**config.mk**
```make
export PLATFORM = sky130hd
export DESIGN_NAME = mxu_result_drain
export DESIGN_NICKNAME = d
export VERILOG_FILES = /design/src/rtl/mxu_pkg.sv /design/src/rtl/mxu_pingpong_buf.sv /design/src/rtl/mxu_result_drain.sv
export SDC_FILE = /design/constraint.sdc
export NUM_CORES = 1
export LEC_CHECK = 0
export BUFFER_PORTS_ARGS = -buffer_cell sky130_fd_sc_hd__buf_2
export CORE_MARGIN = 2
export CORE_UTILIZATION = 63
export CTS_BUF_LIST = sky130_fd_sc_hd__clkbuf_16
export CTS_CLUSTER_DIAMETER = 40
export CTS_CLUSTER_SIZE = 24
export DETAILED_ROUTE_END_ITERATION = 12
export GPL_TIMING_DRIVEN = 0
export PLACE_DENSITY = 0.85
export SLEW_MARGIN = 20
export SYNTH_ARGS = -nofsm -noshare
export SYNTH_HDL_FRONTEND = slang
export SYNTH_SLANG_ARGS = --single-unit
```
**constraint.sdc**
```tcl
create_clock -name clk -period 2.9 [get_ports clk]
set_input_delay 0 -clock clk [delete_from_list [all_inputs] [get_ports clk]]
set_output_delay 0 -clock clk [all_outputs]
set_load 0.05 [all_outputs]
```
**src/rtl/mxu_pkg.sv**
```systemverilog
// Shared constants and the result matrix type for the matrix multiplier,
// its result drain, and the benches.
package mxu_pkg;

    localparam int DIM          = 4;
    localparam int BITWIDTH     = 8;
    localparam int OUT_BITWIDTH = 18;

    typedef logic [DIM-1:0][DIM-1:0][OUT_BITWIDTH-1:0] matrix_y_t;

endpackage

```
**src/rtl/mxu_pingpong_buf.sv**
```systemverilog
// Two-slot matrix buffer: captures whole matrices on cap_valid and releases
// the oldest slot on free, keeping capture order.
module mxu_pingpong_buf #(
    parameter int DIM       = mxu_pkg::DIM,
    parameter int OUT_WIDTH = mxu_pkg::OUT_BITWIDTH
) (
    input  logic                                  clk,
    input  logic                                  reset_n,
    input  logic                                  cap_valid,
    input  logic [DIM-1:0][DIM-1:0][OUT_WIDTH-1:0] cap_data,
    input  logic                                  free,
    output logic                                  cap_accept,
    output logic                                  cap_drop,
    output logic [DIM-1:0][DIM-1:0][OUT_WIDTH-1:0] rd_data,
    output logic [1:0]                            count,
    output logic                                  full
);

    typedef logic [DIM-1:0][DIM-1:0][OUT_WIDTH-1:0] mat_t;

    mat_t       slot_q [2];
    mat_t       slot_d [2];
    logic       wr_ptr_q, wr_ptr_d;
    logic       rd_ptr_q, rd_ptr_d;
    logic [1:0] count_q, count_d;
    logic       slot_free;

    // A slot being released this cycle may be refilled in the same cycle;
    // when both are busy wr_ptr equals rd_ptr, so the refill lands in the freed slot.
    always_comb begin
        slot_free  = (count_q != 2'd2) || free;
        cap_accept = cap_valid && slot_free;
        cap_drop   = cap_valid && !slot_free;
    end

    always_comb begin
        slot_d   = slot_q;
        wr_ptr_d = wr_ptr_q;
        rd_ptr_d = rd_ptr_q;
        count_d  = count_q;
        if (cap_accept) begin
            slot_d[wr_ptr_q] = cap_data;
            wr_ptr_d         = !wr_ptr_q;
        end
        if (free) begin
            rd_ptr_d = !rd_ptr_q;
        end
        case ({cap_accept, free})
            2'b10:   count_d = count_q + 2'd1;
            2'b01:   count_d = count_q - 2'd1;
            default: count_d = count_q;
        endcase
    end

    always_ff @(posedge clk or negedge reset_n) begin
        if (!reset_n) begin
            slot_q[0] <= '0;
            slot_q[1] <= '0;
            wr_ptr_q  <= 1'b0;
            rd_ptr_q  <= 1'b0;
            count_q   <= 2'd0;
        end else begin
            slot_q[0] <= slot_d[0];
            slot_q[1] <= slot_d[1];
            wr_ptr_q  <= wr_ptr_d;
            rd_ptr_q  <= rd_ptr_d;
            count_q   <= count_d;
        end
    end

    always_comb begin
        rd_data = slot_q[rd_ptr_q];
        count   = count_q;
        full    = (count_q == 2'd2);
    end

endmodule

```
**src/rtl/mxu_result_drain.sv**
```systemverilog
// Receive side of the matrix multiplier result path: buffers finished
// matrices and streams their elements row-major over valid/ready.
module mxu_result_drain #(
    parameter int DIM       = mxu_pkg::DIM,
    parameter int OUT_WIDTH = mxu_pkg::OUT_BITWIDTH,
    parameter int CNT_WIDTH = 16
) (
    input  logic                                  clk,
    input  logic                                  reset_n,
    input  logic [DIM-1:0][DIM-1:0][OUT_WIDTH-1:0] y_in,
    input  logic                                  y_valid,
    output logic [OUT_WIDTH-1:0]                  elem_data,
    output logic [$clog2(DIM)-1:0]                elem_row,
    output logic [$clog2(DIM)-1:0]                elem_col,
    output logic                                  elem_last,
    output logic                                  elem_valid,
    input  logic                                  elem_ready,
    output logic                                  full,
    output logic                                  overflow,
    input  logic                                  clear_overflow,
    output logic [CNT_WIDTH-1:0]                  mat_count
);

    localparam int IW   = $clog2(DIM);
    localparam int NEL  = DIM * DIM;
    localparam int IDXW = $clog2(NEL);

    logic [DIM-1:0][DIM-1:0][OUT_WIDTH-1:0] rd_data;
    logic [1:0]           buf_count;
    logic                 cap_accept, cap_drop;
    logic                 xfer, at_last, free;
    logic [IDXW-1:0]      idx_q, idx_d;
    logic                 overflow_q, overflow_d;
    logic [CNT_WIDTH-1:0] mat_count_q, mat_count_d;

    mxu_pingpong_buf #(
        .DIM       (DIM),
        .OUT_WIDTH (OUT_WIDTH)
    ) u_buf (
        .clk        (clk),
        .reset_n    (reset_n),
        .cap_valid  (y_valid),
        .cap_data   (y_in),
        .free       (free),
        .cap_accept (cap_accept),
        .cap_drop   (cap_drop),
        .rd_data    (rd_data),
        .count      (buf_count),
        .full       (full)
    );

    always_comb begin
        elem_valid = (buf_count != 2'd0);
        at_last    = (idx_q == IDXW'(NEL - 1));
        xfer       = elem_valid && elem_ready;
        free       = xfer && at_last;
    end

    always_comb begin
        idx_d       = idx_q;
        mat_count_d = mat_count_q;
        overflow_d  = overflow_q;
        if (xfer) begin
            idx_d = at_last ? '0 : idx_q + IDXW'(1);
        end
        if (free) begin
            mat_count_d = mat_count_q + CNT_WIDTH'(1);
        end
        // A drop in the same cycle as a clear leaves the flag set.
        if (cap_drop) begin
            overflow_d = 1'b1;
        end else if (clear_overflow) begin
            overflow_d = 1'b0;
        end
    end

    always_ff @(posedge clk or negedge reset_n) begin
        if (!reset_n) begin
            idx_q       <= '0;
            overflow_q  <= 1'b0;
            mat_count_q <= '0;
        end else begin
            idx_q       <= idx_d;
            overflow_q  <= overflow_d;
            mat_count_q <= mat_count_d;
        end
    end

    // Outputs select from stored slots only; y_in never reaches them directly.
    always_comb begin
        elem_row  = IW'(idx_q / IDXW'(DIM));
        elem_col  = IW'(idx_q % IDXW'(DIM));
        elem_data = rd_data[elem_row][elem_col];
        elem_last = at_last;
        overflow  = overflow_q;
        mat_count = mat_count_q;
    end

endmodule
```
==> results.yml <==
pwr:
  netSwitchingPower_mw: 18.6
  power.density_nw_per_um2: 1250
  p_leak_nw: 16.6
  power_frac_clock_pct: 20.3
  power_frac_seq_pct: 34.0
  p_int_mw: 27.3
  combPwrFrac_pct: 45.7
  switching_share_pct: 40.5
  peakVddDrop_mv: 1.00
clock_network:
  clk_pin_slew_ps: 70
  cts_tree: "done"
  cts_max_path_buffers: 3
  htreeDepth: 3
  cts_buffers: 76
  cts.sinks: 601
  cts-root-buf: "clkbuf_16"
  insertion_delay_ps: 630
detailed_routing:
  drt_iter0_markers: 2314
  vias: 21709
  viasPerCell: 6.47
  firstDrtPassIters: 7
  totalWireLength_mm: 100
  drc: 0
  wire_per_inst_um: 29.9
  detail-route-antenna-nets: 0
timing:
  hold_violations: 0
  fin_crit_sh_pct: 103
  tightestPinTransition_ps: 956
  relSlewSlack_pct: 36.0
  rsz0062_at_grt: "true"
  maxSlewViolCount: 0
  holdWs_ps: 143
  max_freq_mhz: 334
  setup_viol_count_final: 6
  min_period_ps: 2990
  fin_worst_skew_ps: 18.8
  finalSetupTns_ps: -207
  setup_ws_ps: -90.1
critical_path:
  crit_path_end_kind: "primary output"
  cp_max_fo: 10
  rr_startpoint: "idx_q[1]$_DFFE_PN0P_"
  cp-endpoint: "elem_data[4]"
  start_kind: "flop"
  rrSetupSlack_ps: 200
  critPathKind: "flop to primary output"
  critPathLaunch: "u_buf.rd_ptr_q$_DFFE_PN0P_"
  rr_worst_depth: 7
  regToRegEndpoint: "u_buf.slot_q[127]$_DFFE_PN0P_"
  cp.required_ps: 2900
  cp.arrival_ps: 2990
logic_synthesis:
  ys_types: 35
  yosysSeqAreaShare_pct: 53.0
  syn_inst: 1969
  yosys.area_share.simple_pct: 3.30
  synth_adder_area_share_pct: 0.132
  async_reset_ff_share_pct: 100
  synth-xor-area-share_pct: 0.679
  avgSynthCellArea_um2: 14.4
  synth_nets: 2265
  ys_top_cells_by_count: "dfrtp_1 (601), mux2i_1 (288), mux2_1 (220), mux2_4 (220), mux2_2 (138)"
  synth_top_area_share_pct: 53.0
  ys.flop_type: "dfrtp_1"
  synth-seq-cells: 601
  synth.most_common_cell: "dfrtp_1"
  ys_warn_count: 0
  synth-compound-area-share_pct: 3.55
  synth-edff-count: 0
  syn_area_um2: 28400
  muxShareOfSynthArea_pct: 36.0
  synth_top_family_by_area: "multiplexers"
  yosysTopAreaCell: "dfrtp_1"
  synth_area_leaders: "dfrtp_1 (53%), mux2_4 (12%), mux2i_1 (10%), mux2_1 (8.7%), mux2_2 (5.5%)"
grt:
  grt_pass1_wl_mm: 148
  grt_usage_pct: 42.7
  grt.overflow.total: 0
  antenna_found_initial: 21
  grt_pass1_vias: 23848
  grt_max_degree: 102
die:
  die_y_um: 216
  ioPinCount: 335
  die-area_um2: 46700
  start_util_pct: 64.0
  core_um2: 44300
  die_w_um: 216
  row_count: 77
layout:
  layout.nets: 2979
  syn2layout_area_growth_pct: 29.8
  final_layout_size_suffix_gt1_share_pct: 36.0
  design_area_um2: 36800
placement:
  routabilityCongestion: 0.910
  portBuffers: 334
  dpl_cell_area_um2: 31000
  dpl.hpwl_mm: 59.4
  place_ws_ps: -234
run_status:
  status: "finished with violations"
  violations: "negative setup slack"
hold_path:
  min_path_type: "input pin to flop"
flow_run:
  max-cap-violations: 0
cell type report:
cell class / count / area, µm²
Antenna cell: 18 / 45.0
Buffer: 131 / 1110
Clock buffer: 78 / 1950
Clock inverter: 62 / 495
Fill cell: 2146 / 7490
Inverter: 4 / 15.0
Multi-Input combinational cell: 1230 / 12500
Sequential cell: 601 / 15000
Tap cell: 592 / 741
Timing Repair Buffer: 639 / 4910
worst min-delay path by stage:
stage	from	to	slack, ps	cells past startpoint
2_1_floorplan	reset_n	idx_q[0]$_DFFE_PN0P_	-300	0
3_3_place_gp	clear_overflow	overflow$_DFFE_PN0P_	200	2
3_5_place_dp	reset_n	mat_count[14]$_DFFE_PN0P_	-70	1
4_1_cts	y_in[99]	u_buf.slot_q[99]$_DFFE_PN0P_	130	3
5_1_grt	y_in[152]	u_buf.slot_q[152]$_DFFE_PN0P_	160	3
6_report	y_in[30]	u_buf.slot_q[30]$_DFFE_PN0P_	140	3
critical path, cell delays in order (launching register included):
cell and delay (ps):
dfrtp_1 320, buf_4 220, buf_6 240, buf_4 270, mux2i_1 310, a21oi_1 110
nand3_1 190, nand4_1 400, buf_6 300
registers in the layout, summed over array words and instances, names as in the netlist:
name,flops
u_buf.slot_q,576
mat_count,16
idx_q,4
u_buf.count,2
overflow,1
u_buf.rd_ptr_q,1
u_buf.wr_ptr_q,1
logic make-up (layout without fill, tap and decap cells):
family / count (synthesis) / in the layout
XOR/XNOR: 22 / 22
flip-flops: 601 / 601
other: 0 / 18
AND/OR/NAND/NOR: 189 / 189
adder cells (fa/ha/maj): 3 / 3
AO/OA/AOI/OAI: 150 / 150
buffers and inverters: 138 / 914
multiplexers: 866 / 866
layout by cell type, fill, tap and decap left out, types with 4 or more instances in the layout:
| cell type | instances |
|---|---|
| buf_8 | 22 |
| xnor2_1 | 12 |
| buf_6 | 16 |
| mux2i_1 | 287 |
| nand3_2 | 13 |
| a22oi_1 | 82 |
| clkinv_2 | 10 |
| a22oi_2 | 8 |
| clkinvlp_4 | 9 |
| nor2_1 | 6 |
| xor2_1 | 10 |
| mux2_1 | 220 |
| clkinv_1 | 10 |
| buf_16 | 6 |
| dfrtp_1 | 600 |
| a21oi_1 | 55 |
| nand3_1 | 63 |
| clkbuf_2 | 14 |
| mux2_2 | 138 |
| nand2_1 | 62 |
| dlygate4sd3_1 | 294 |
| clkbuf_16 | 78 |
| inv_1 | 12 |
| clkbuf_4 | 25 |
| mux2_4 | 220 |
| nand4_1 | 23 |
| buf_4 | 49 |
| inv_6 | 13 |
| diode_2 | 18 |
| buf_2 | 339 |
| clkinv_4 | 4 |
power groups by stage:
stage | Clock, mW | Combinational [mW] | Sequential [mW]
floorplan | 0 | 13.4 | 14.4
global placement | 0 | 17.9 | 14.7
detailed placement | 0 | 18.5 | 15.1
CTS | 9.20 | 19.5 | 15.1
global route | 9.67 | 21.7 | 15.8
finish | 9.31 | 21.0 | 15.6
through the flow:
stage	std cells	util, %	power, mW
4_1_cts	3334	82.5	43.8
3_3_place_gp	2895	69.5	32.7
3_5_place_dp	2901	69.9	33.6
2_1_floorplan	1969	-	27.9
5_1_grt	3348	83.1	47.2
6_report	3355	83.1	45.9
what timing repair did:
action | CTS | global route
gates resized for setup | 86 | 69
hold buffers | 295 | 0
endpoints found under the setup margin | 18 | 18
setup buffers | 1 | 3
pin swaps | 2 | 10
hold endpoints to repair | 915 | 0
routing by layer:
layer | vias up | share of wire [%] | GRT usage (%)
met2 | 1524 | 47 | 67.8
met5 | - | 0.078 | 0
met3 | 529 | 9.6 | 13.0
met1 | 11022 | 35 | 49.9
li1 | 8622 | - | -
met4 | 12 | 8.3 | 29.6
Power figures use the tool's default switching activity.
